**src/rtl/reg_pkg.sv**
```systemverilog
// rtl/reg_pkg.sv - shared register-file constants for the read unit
package reg_pkg;
    localparam int DATA_W   = 32;
    localparam int ADDR_W   = 5;
    localparam int NREG     = 2**ADDR_W;
    localparam int ZERO_REG = 0;
endpackage

```
**src/rtl/reg_scoreboard.sv**
```systemverilog
// rtl/reg_scoreboard.sv - pending-write scoreboard with same-cycle write forgiveness
module reg_scoreboard import reg_pkg::*; #(
    parameter int ADDR_W = reg_pkg::ADDR_W
) (
    input  logic                 clk,
    input  logic                 reset,
    input  logic                 wr_en,
    input  logic [ADDR_W-1:0]    wr_addr,
    input  logic                 set_en,
    input  logic [ADDR_W-1:0]    set_addr,
    input  logic [ADDR_W-1:0]    rs_addr,
    input  logic [ADDR_W-1:0]    rt_addr,
    input  logic                 dest_en,
    input  logic [ADDR_W-1:0]    dest_addr,
    output logic [2**ADDR_W-1:0] pending,
    output logic                 hazard
);
    localparam logic [ADDR_W-1:0] ZERO = ADDR_W'(ZERO_REG);

    logic [2**ADDR_W-1:0] pending_nxt;
    logic                 rs_busy;
    logic                 rt_busy;
    logic                 dest_busy;

    // A write landing this cycle retires its pending bit, so it cannot stall a reader.
    always_comb begin
        rs_busy   = (rs_addr != ZERO) && pending[rs_addr] && !(wr_en && wr_addr == rs_addr);
        rt_busy   = (rt_addr != ZERO) && pending[rt_addr] && !(wr_en && wr_addr == rt_addr);
        dest_busy = dest_en && (dest_addr != ZERO) && pending[dest_addr]
                    && !(wr_en && wr_addr == dest_addr);
        hazard    = rs_busy || rt_busy || dest_busy;
    end

    // Set is applied after clear so a same-cycle set/clear of one bit leaves it set.
    always_comb begin
        pending_nxt = pending;
        if (wr_en && wr_addr != ZERO) begin
            pending_nxt[wr_addr] = 1'b0;
        end
        if (set_en && set_addr != ZERO) begin
            pending_nxt[set_addr] = 1'b1;
        end
        pending_nxt[ZERO_REG] = 1'b0;
    end

    always_ff @(posedge clk) begin
        if (reset) begin
            pending <= '0;
        end else begin
            pending <= pending_nxt;
        end
    end
endmodule

```
**src/rtl/reg_read_unit.sv**
```systemverilog
// rtl/reg_read_unit.sv - operand read with write bypass, hazard stall and one-deep response register
module reg_read_unit import reg_pkg::*; #(
    parameter int DATA_W = reg_pkg::DATA_W,
    parameter int ADDR_W = reg_pkg::ADDR_W
) (
    input  logic                          Clock,
    input  logic                          Reset,
    input  logic [(2**ADDR_W)*DATA_W-1:0] RegsFlat,
    input  logic                          WrEn,
    input  logic [ADDR_W-1:0]             WrAddr,
    input  logic [DATA_W-1:0]             WrData,
    input  logic                          ReqValid,
    output logic                          ReqReady,
    input  logic [ADDR_W-1:0]             RsAddr,
    input  logic [ADDR_W-1:0]             RtAddr,
    input  logic                          DestEn,
    input  logic [ADDR_W-1:0]             DestAddr,
    output logic                          RspValid,
    input  logic                          RspReady,
    output logic [DATA_W-1:0]             RsData,
    output logic [DATA_W-1:0]             RtData,
    output logic [2**ADDR_W-1:0]          Pending
);
    logic              hazard;
    logic              accept;
    logic [DATA_W-1:0] rs_sel;
    logic [DATA_W-1:0] rt_sel;

    function automatic logic [DATA_W-1:0] operand(
        input logic [ADDR_W-1:0]             addr,
        input logic                          wr_en,
        input logic [ADDR_W-1:0]             wr_addr,
        input logic [DATA_W-1:0]             wr_data,
        input logic [(2**ADDR_W)*DATA_W-1:0] regs
    );
        if (addr == ADDR_W'(ZERO_REG)) begin
            return '0;
        end
        if (wr_en && wr_addr == addr) begin
            return wr_data;
        end
        return regs[int'(addr)*DATA_W +: DATA_W];
    endfunction

    reg_scoreboard #(.ADDR_W(ADDR_W)) u_scoreboard (
        .clk       (Clock),
        .reset     (Reset),
        .wr_en     (WrEn),
        .wr_addr   (WrAddr),
        .set_en    (accept && DestEn),
        .set_addr  (DestAddr),
        .rs_addr   (RsAddr),
        .rt_addr   (RtAddr),
        .dest_en   (DestEn),
        .dest_addr (DestAddr),
        .pending   (Pending),
        .hazard    (hazard)
    );

    always_comb begin
        ReqReady = (!RspValid || RspReady) && !hazard && !Reset;
        accept   = ReqValid && ReqReady;
        rs_sel   = operand(RsAddr, WrEn, WrAddr, WrData, RegsFlat);
        rt_sel   = operand(RtAddr, WrEn, WrAddr, WrData, RegsFlat);
    end

    always_ff @(posedge Clock) begin
        if (Reset) begin
            RspValid <= 1'b0;
            RsData   <= '0;
            RtData   <= '0;
        end else if (accept) begin
            RspValid <= 1'b1;
            RsData   <= rs_sel;
            RtData   <= rt_sel;
        end else if (RspReady) begin
            RspValid <= 1'b0;
        end
    end
endmodule

```
**config.mk**
```make
export PLATFORM = sky130hd
export DESIGN_NAME = reg_read_unit
export DESIGN_NICKNAME = d
export VERILOG_FILES = /design/src/rtl/reg_pkg.sv /design/src/rtl/reg_scoreboard.sv /design/src/rtl/reg_read_unit.sv
export SDC_FILE = /design/constraint.sdc
export NUM_CORES = 1
export LEC_CHECK = 0
export ABC_AREA = 1
export CORE_AREA = 2 2 456 458
export DETAILED_ROUTE_END_ITERATION = 12
export DIE_AREA = 0 0 458 460
export PLACE_DENSITY = 0.4
export SETUP_SLACK_MARGIN = 0.5
export SLEW_MARGIN = 25
export SYNTH_ARGS = -nofsm -noshare
export SYNTH_HDL_FRONTEND = slang
export SYNTH_SLANG_ARGS = --single-unit
```
**constraint.sdc**
```tcl
create_clock -name Clock -period 5.4 [get_ports Clock]
set_clock_uncertainty 0.05 [all_clocks]
set_input_delay 1.08 -clock Clock [delete_from_list [all_inputs] [get_ports Clock]]
set_output_delay 1.08 -clock Clock [all_outputs]
set_load 0.005 [all_outputs]
```
# After elaboration in Yosys (flattened, before gate mapping)
# Cells that the tools add are included.
dict set report totals {
  ff_bits 97
  latchBits 0
  ramBits 0
  romBits 0
  inputBits 1082
  out_inout_bits 98
  n_memories 0
}
dict set report classes {
  add_sub_neg 0
  n_mul 0
  div_mod_pow 0
  n_lt_le_gt_ge 6
  n_eq_ne 3
  shifts 2
  n_mux 28
  bitwise_logic 3
  reduce_logical 34
}
# operator n
set ops {}
lappend ops {{$shiftx A1024 B11 Y32} 2}
lappend ops {{$mux W32} 10}
lappend ops {{$and A32 B32 Y32} 1}
lappend ops {{$not A32 Y32} 1}
lappend ops {{$or A32 B32 Y32} 1}
lappend ops {{$lt A5 B6 Y1 const B} 4}
lappend ops {{$reduce_bool A5 Y1} 4}
lappend ops {{$logic_and A1 B1 Y1} 18}
lappend ops {{$bmux W1 S5} 3}
lappend ops {{$eq A5 B5 Y1} 3}
lappend ops {{$mux W1} 13}
lappend ops {{$demux W1 S5} 2}
lappend ops {{$ge A5 B1 Y1 const B} 2}
lappend ops {{$logic_not A5 Y1} 2}
lappend ops {{$logic_not A1 Y1} 6}
lappend ops {{$logic_or A1 B1 Y1} 3}
lappend ops {{$reduce_bool A2 Y1} 1}

# Longest topological paths before layout
dict set report depth {
  depth_word 13
  ltp_mapped 18
  ltp_nobuf 15
}

# Hierarchy
# Synthesis repeated with hierarchy kept, for this count alone.
dict set report hier_totals {
  hier_cells 6543
  hier_area_um2 28942.8
}
# mod n_inst cells_per_inst area_per_inst_um2 seq_area_each_um2
set by_module_without_submodules {}
lappend by_module_without_submodules {reg_read_unit 1 6063 26311.5 1301.2}
lappend by_module_without_submodules {reg_scoreboard 1 480 2631.3 620.6}

# Least setup slack after synthesis
# No wires, ideal clock.
dict set report synth_timing {
  path_type {input port to output port}
  startpoint {input port DestAddr[0]}
  endpoint {output port ReqReady}
  t_arrival_ns 2.135
  required_time_ns 4.270
  slack_ns 2.135
  stages 13
  cell_sequence {buf_6 > inv_4 > buf_6 > nor2_1 > nand2_1 > nand3_1 > nand2_1 > nand2_1 > nor2_1 > nand2_1 > a21oi_2 > nand3_2 > inv_1}
}
dict set report synth_via {
  elab_chain_cells 8
}
# element line
set synth_rtl {}
lappend synth_rtl {{start, declared} reg_read_unit.sv:17} ;# input logic [ADDR_W-1:0] DestAddr,
lappend synth_rtl {{$bmux W1 S5 (tied with other cells)} reg_scoreboard.sv:29} ;# dest_busy = dest_en && (dest_addr != ZERO) && pending[dest_addr]
lappend synth_rtl {{$mux W1 (not written as such) (tied with other cells)} reg_scoreboard.sv:29}
lappend synth_rtl {{$logic_and A1 B1 Y1 / $logic_not A1 Y1 (equally long branches)} {reg_scoreboard.sv:29, reg_scoreboard.sv:30}}
lappend synth_rtl {{$logic_and A1 B1 Y1 (*)} reg_scoreboard.sv:30} ;# && !(wr_en && wr_addr == dest_addr);
lappend synth_rtl {{$logic_or A1 B1 Y1 (*)} reg_scoreboard.sv:31} ;# hazard = rs_busy || rt_busy || dest_busy;
lappend synth_rtl {{$logic_not A1 Y1 (*)} reg_read_unit.sv:61} ;# ReqReady = (!RspValid || RspReady) && !hazard && !Reset;
lappend synth_rtl {{$logic_and A1 B1 Y1 (*) (2 in series)} reg_read_unit.sv:61}
lappend synth_rtl {{end, declared} reg_read_unit.sv:13} ;# output logic ReqReady,
# Mark *: on every way between the ends. The rest lies on a longest branch, timed or not. The select of a mux whose other input is x is not followed.

# Worst setup path after layout
dict set report layout_timing {
  startpoint {input port WrAddr[1]}
  endpoint {output port ReqReady}
}
dict set report layout_via {
  elab_chain_cells 9
}
# element line
set layout_rtl {}
lappend layout_rtl {{start, declared} reg_read_unit.sv:10} ;# input logic [ADDR_W-1:0] WrAddr,
lappend layout_rtl {{$eq A5 B5 Y1 (on tied branches)} {reg_scoreboard.sv:27, reg_scoreboard.sv:28}}
lappend layout_rtl {{$logic_and A1 B1 Y1 (on tied branches)} {reg_scoreboard.sv:27, reg_scoreboard.sv:28}}
lappend layout_rtl {{$logic_not A1 Y1 (on tied branches)} {reg_scoreboard.sv:27, reg_scoreboard.sv:28}}
lappend layout_rtl {{$logic_and A1 B1 Y1 (on tied branches)} {reg_scoreboard.sv:27, reg_scoreboard.sv:28}}
lappend layout_rtl {{$logic_or A1 B1 Y1} reg_scoreboard.sv:31}
lappend layout_rtl {{$logic_or A1 B1 Y1 (*)} reg_scoreboard.sv:31}
lappend layout_rtl {{$logic_not A1 Y1 (*)} reg_read_unit.sv:61}
lappend layout_rtl {{$logic_and A1 B1 Y1 (*) (2 in series)} reg_read_unit.sv:61}
# Mark *: on every way between the ends. The rest lies on a longest branch, timed or not.

==> out/qor.yml <==
run_status: "finished, final reports clean"
cts_sinks: 96
final_hold_viol_count: 0
coreArea_um2: 206000
grt_max_degree: 211
critical_path_required_ns: 4.27
p_int_mw: 2.423
combPwrFrac_pct: 67.8
place.port_buffers: 1178
dieArea_um2: 210700
syn_nets: 5969
drtIter0Drc: 4761
post-dp-hpwl_um: 198700
cts_resized: 0
grt_pass1_wl_um: 333500
post-route-period-util_pct: 85.25
track_usage_pct: 22.54
final_cell_mix: "clkdlybuf4s50_1 (1167), nand3_1 (935), nand2_1 (850), o21ai_0 (624), a21oi_1 (539)"
crit_fanout: 7
cts_setup_buffers: 0
syn_area_um2: 25090
cp_cell_sequence: "clkdlybuf4s50_1 -> inv_1 -> nand2_1 -> nand3_1 -> nor2_1 -> nand3_4 -> nand2_1 -> inv_2 -> nand3_2 -> nand3_2 -> inv_1 -> clkdlybuf4s50_1"
r2r_cells: 12
clk_path_buf_depth: 2
min_path_type: "flop to flop"
grt_pass1_vias: 37880
p_sw_mw: 2.371
crit_path_start_kind: "input port"
fmax_ghz: 0.2172
viasPerCell: 4.806
p_sw_share_pct: 49.46
place.gp.congestion: 0.9118
final_antenna_net_count: 0
finalWirelength_um: 251900
slew_headroom_pct: 11.63
avgSynthCellArea_um2: 5.134
hold_depth: 2
root_buffer: "clkbuf_16"
p_seq_share_pct: 15.8
drc_errors: 0
min_period_ns: 4.603
setup.worst_path.class: "input port to output port"
cts_tree: "done"
final_max_slew_viol_count: 0
cts_made_buffers: 9
cp.arrival_ns: 3.47
vias: 40460
crit_path_end_kind: "output port"
rows: 167
ys_seq_elements: 96
grt_overflow: 0
die_h_um: 460
rsz0062_at_grt: "false"
ctsHoldBuffers: 0
synth-seq-area-share_pct: 7.660
ir_drop_uv: 159.6
total_power_mw: 4.795
wl_per_cell_um: 29.92
leakage_nw: 15.03
start_util_pct: 12.18
max_stage_delay_ns: 0.73
layout-drive-gt1-share_pct: 2.470
worst_pin_slew_ns: 1.326
cts_max_level: 3
insertion_delay_ns: 0.41
top_level_ports: 1180
power_density_nw_per_um2: 121.7
ys_warn_count: 0
syn_to_final_growth_pct: 57.00
ys_types: 32
tns_ns: 0
postSynthCellCount: 4887
firstDrtPassIters: 6
cts.reportedPaths.clkPinSlew_ns: 0.08
fin_nets: 6745
drv_cap: 0
antenna_found_initial: 150
slowest_stage: "clkdlybuf4s50_1"
finalSetupViolCount: 0
clkPwrFrac_pct: 16.4
final_common_cell: "clkdlybuf4s50_1"
die_w_um: 458
## logic make-up after synthesis
kind of cell	share of synthesized area, %
simple gates	36.08
compound gates	39.17
buf+inv	16.97
flops	7.660
xor+xnor	0.1047
other cells	0.01495
## critical path, delay by kind of cell
family        cells  cell delay [ns]
buf+inv           5             1.69
simple gates      7             0.71
## sequential cells by signal (all words and copies together), names as in the netlist
register              cells
RsData                   32
RtData                   32
u_scoreboard.pending     31
RspValid                  1
## stage by stage
| stage | instances | hold slack (ns) | util [%] | instance area [um2] | worst slack, ns |
|---|---|---|---|---|---|
| 5_1_grt | 8399 | 0.4475 | 19.10 | 39340 | 0.6176 |
| 3_3_place_gp | 8356 | 0.4021 | 18.91 | 38950 | 0.8102 |
| 2_1_floorplan | 4887 | 0.4109 | - | 25090 | 2.135 |
| 6_report | 8419 | 0.4237 | 19.12 | 39390 | 0.7966 |
| 3_5_place_dp | 8356 | 0.4085 | 18.91 | 38950 | 0.7987 |
| 4_1_cts | 8372 | 0.4246 | 19.06 | 39280 | 0.7950 |
## synthesized netlist by cell type (all sizes together)
library cell	number	area [um2]
nand2	851	3194
inv	522	1962
xor2	2	17.52
buf	316	1602
nand3	939	4715
o211ai	467	3506
nor3	10	50.05
nor2	239	913.4
clkinv	4	15.01
o21ai	639	3198
xnor2	1	8.760
o221ai	5	43.79
dfxtp	96	1922
conb	1	3.750
or2	2	12.51
nand4	26	168.9
o22ai	5	31.28
clkbuf	181	679.4
o2111ai	32	280.3
a31oi	5	31.28
a21oi	540	2706
o31ai	4	30.03
## cell type report
type,instances,area (um2)
fill,23960,166600
multi-input combinational,3768,18950
timing repair buffer,1262,12690
tap,2704,3383
inverter,526,2006
sequential,96,1922
clock buffer,9,225.2
antenna,47,117.6
clock inverter,7,96.34
## power by group through the flow
stage               Clock, mW  Sequential [mW]  Combinational [mW]
floorplan                   0            0.766                1.38
global placement            0            0.772                3.24
detailed placement          0            0.772                3.25
CTS                     0.810            0.757                3.27
global route            0.822            0.760                3.50
finish                  0.784            0.757                3.25
## path summary, 6_finish.rpt
| check | from | end | slack (ns) |
|---|---|---|---|
| worst max-delay path | WrAddr[1] | ReqReady | 0.80 |
| worst min-delay path | RtData[17] | RtData[17] | 0.42 |
| worst max register to register | u_scoreboard.pending[28] | RsData[21] | 2.77 |
| worst min register to register | RtData[17] | RtData[17] | 0.42 |
## per-layer routing
layer	track usage [%]	wire, um
met5	0	370
met1	29.50	108900
met3	5.140	21040
met4	6.144	6408
met2	36.82	115200
(Power assumes the default switching activity.)
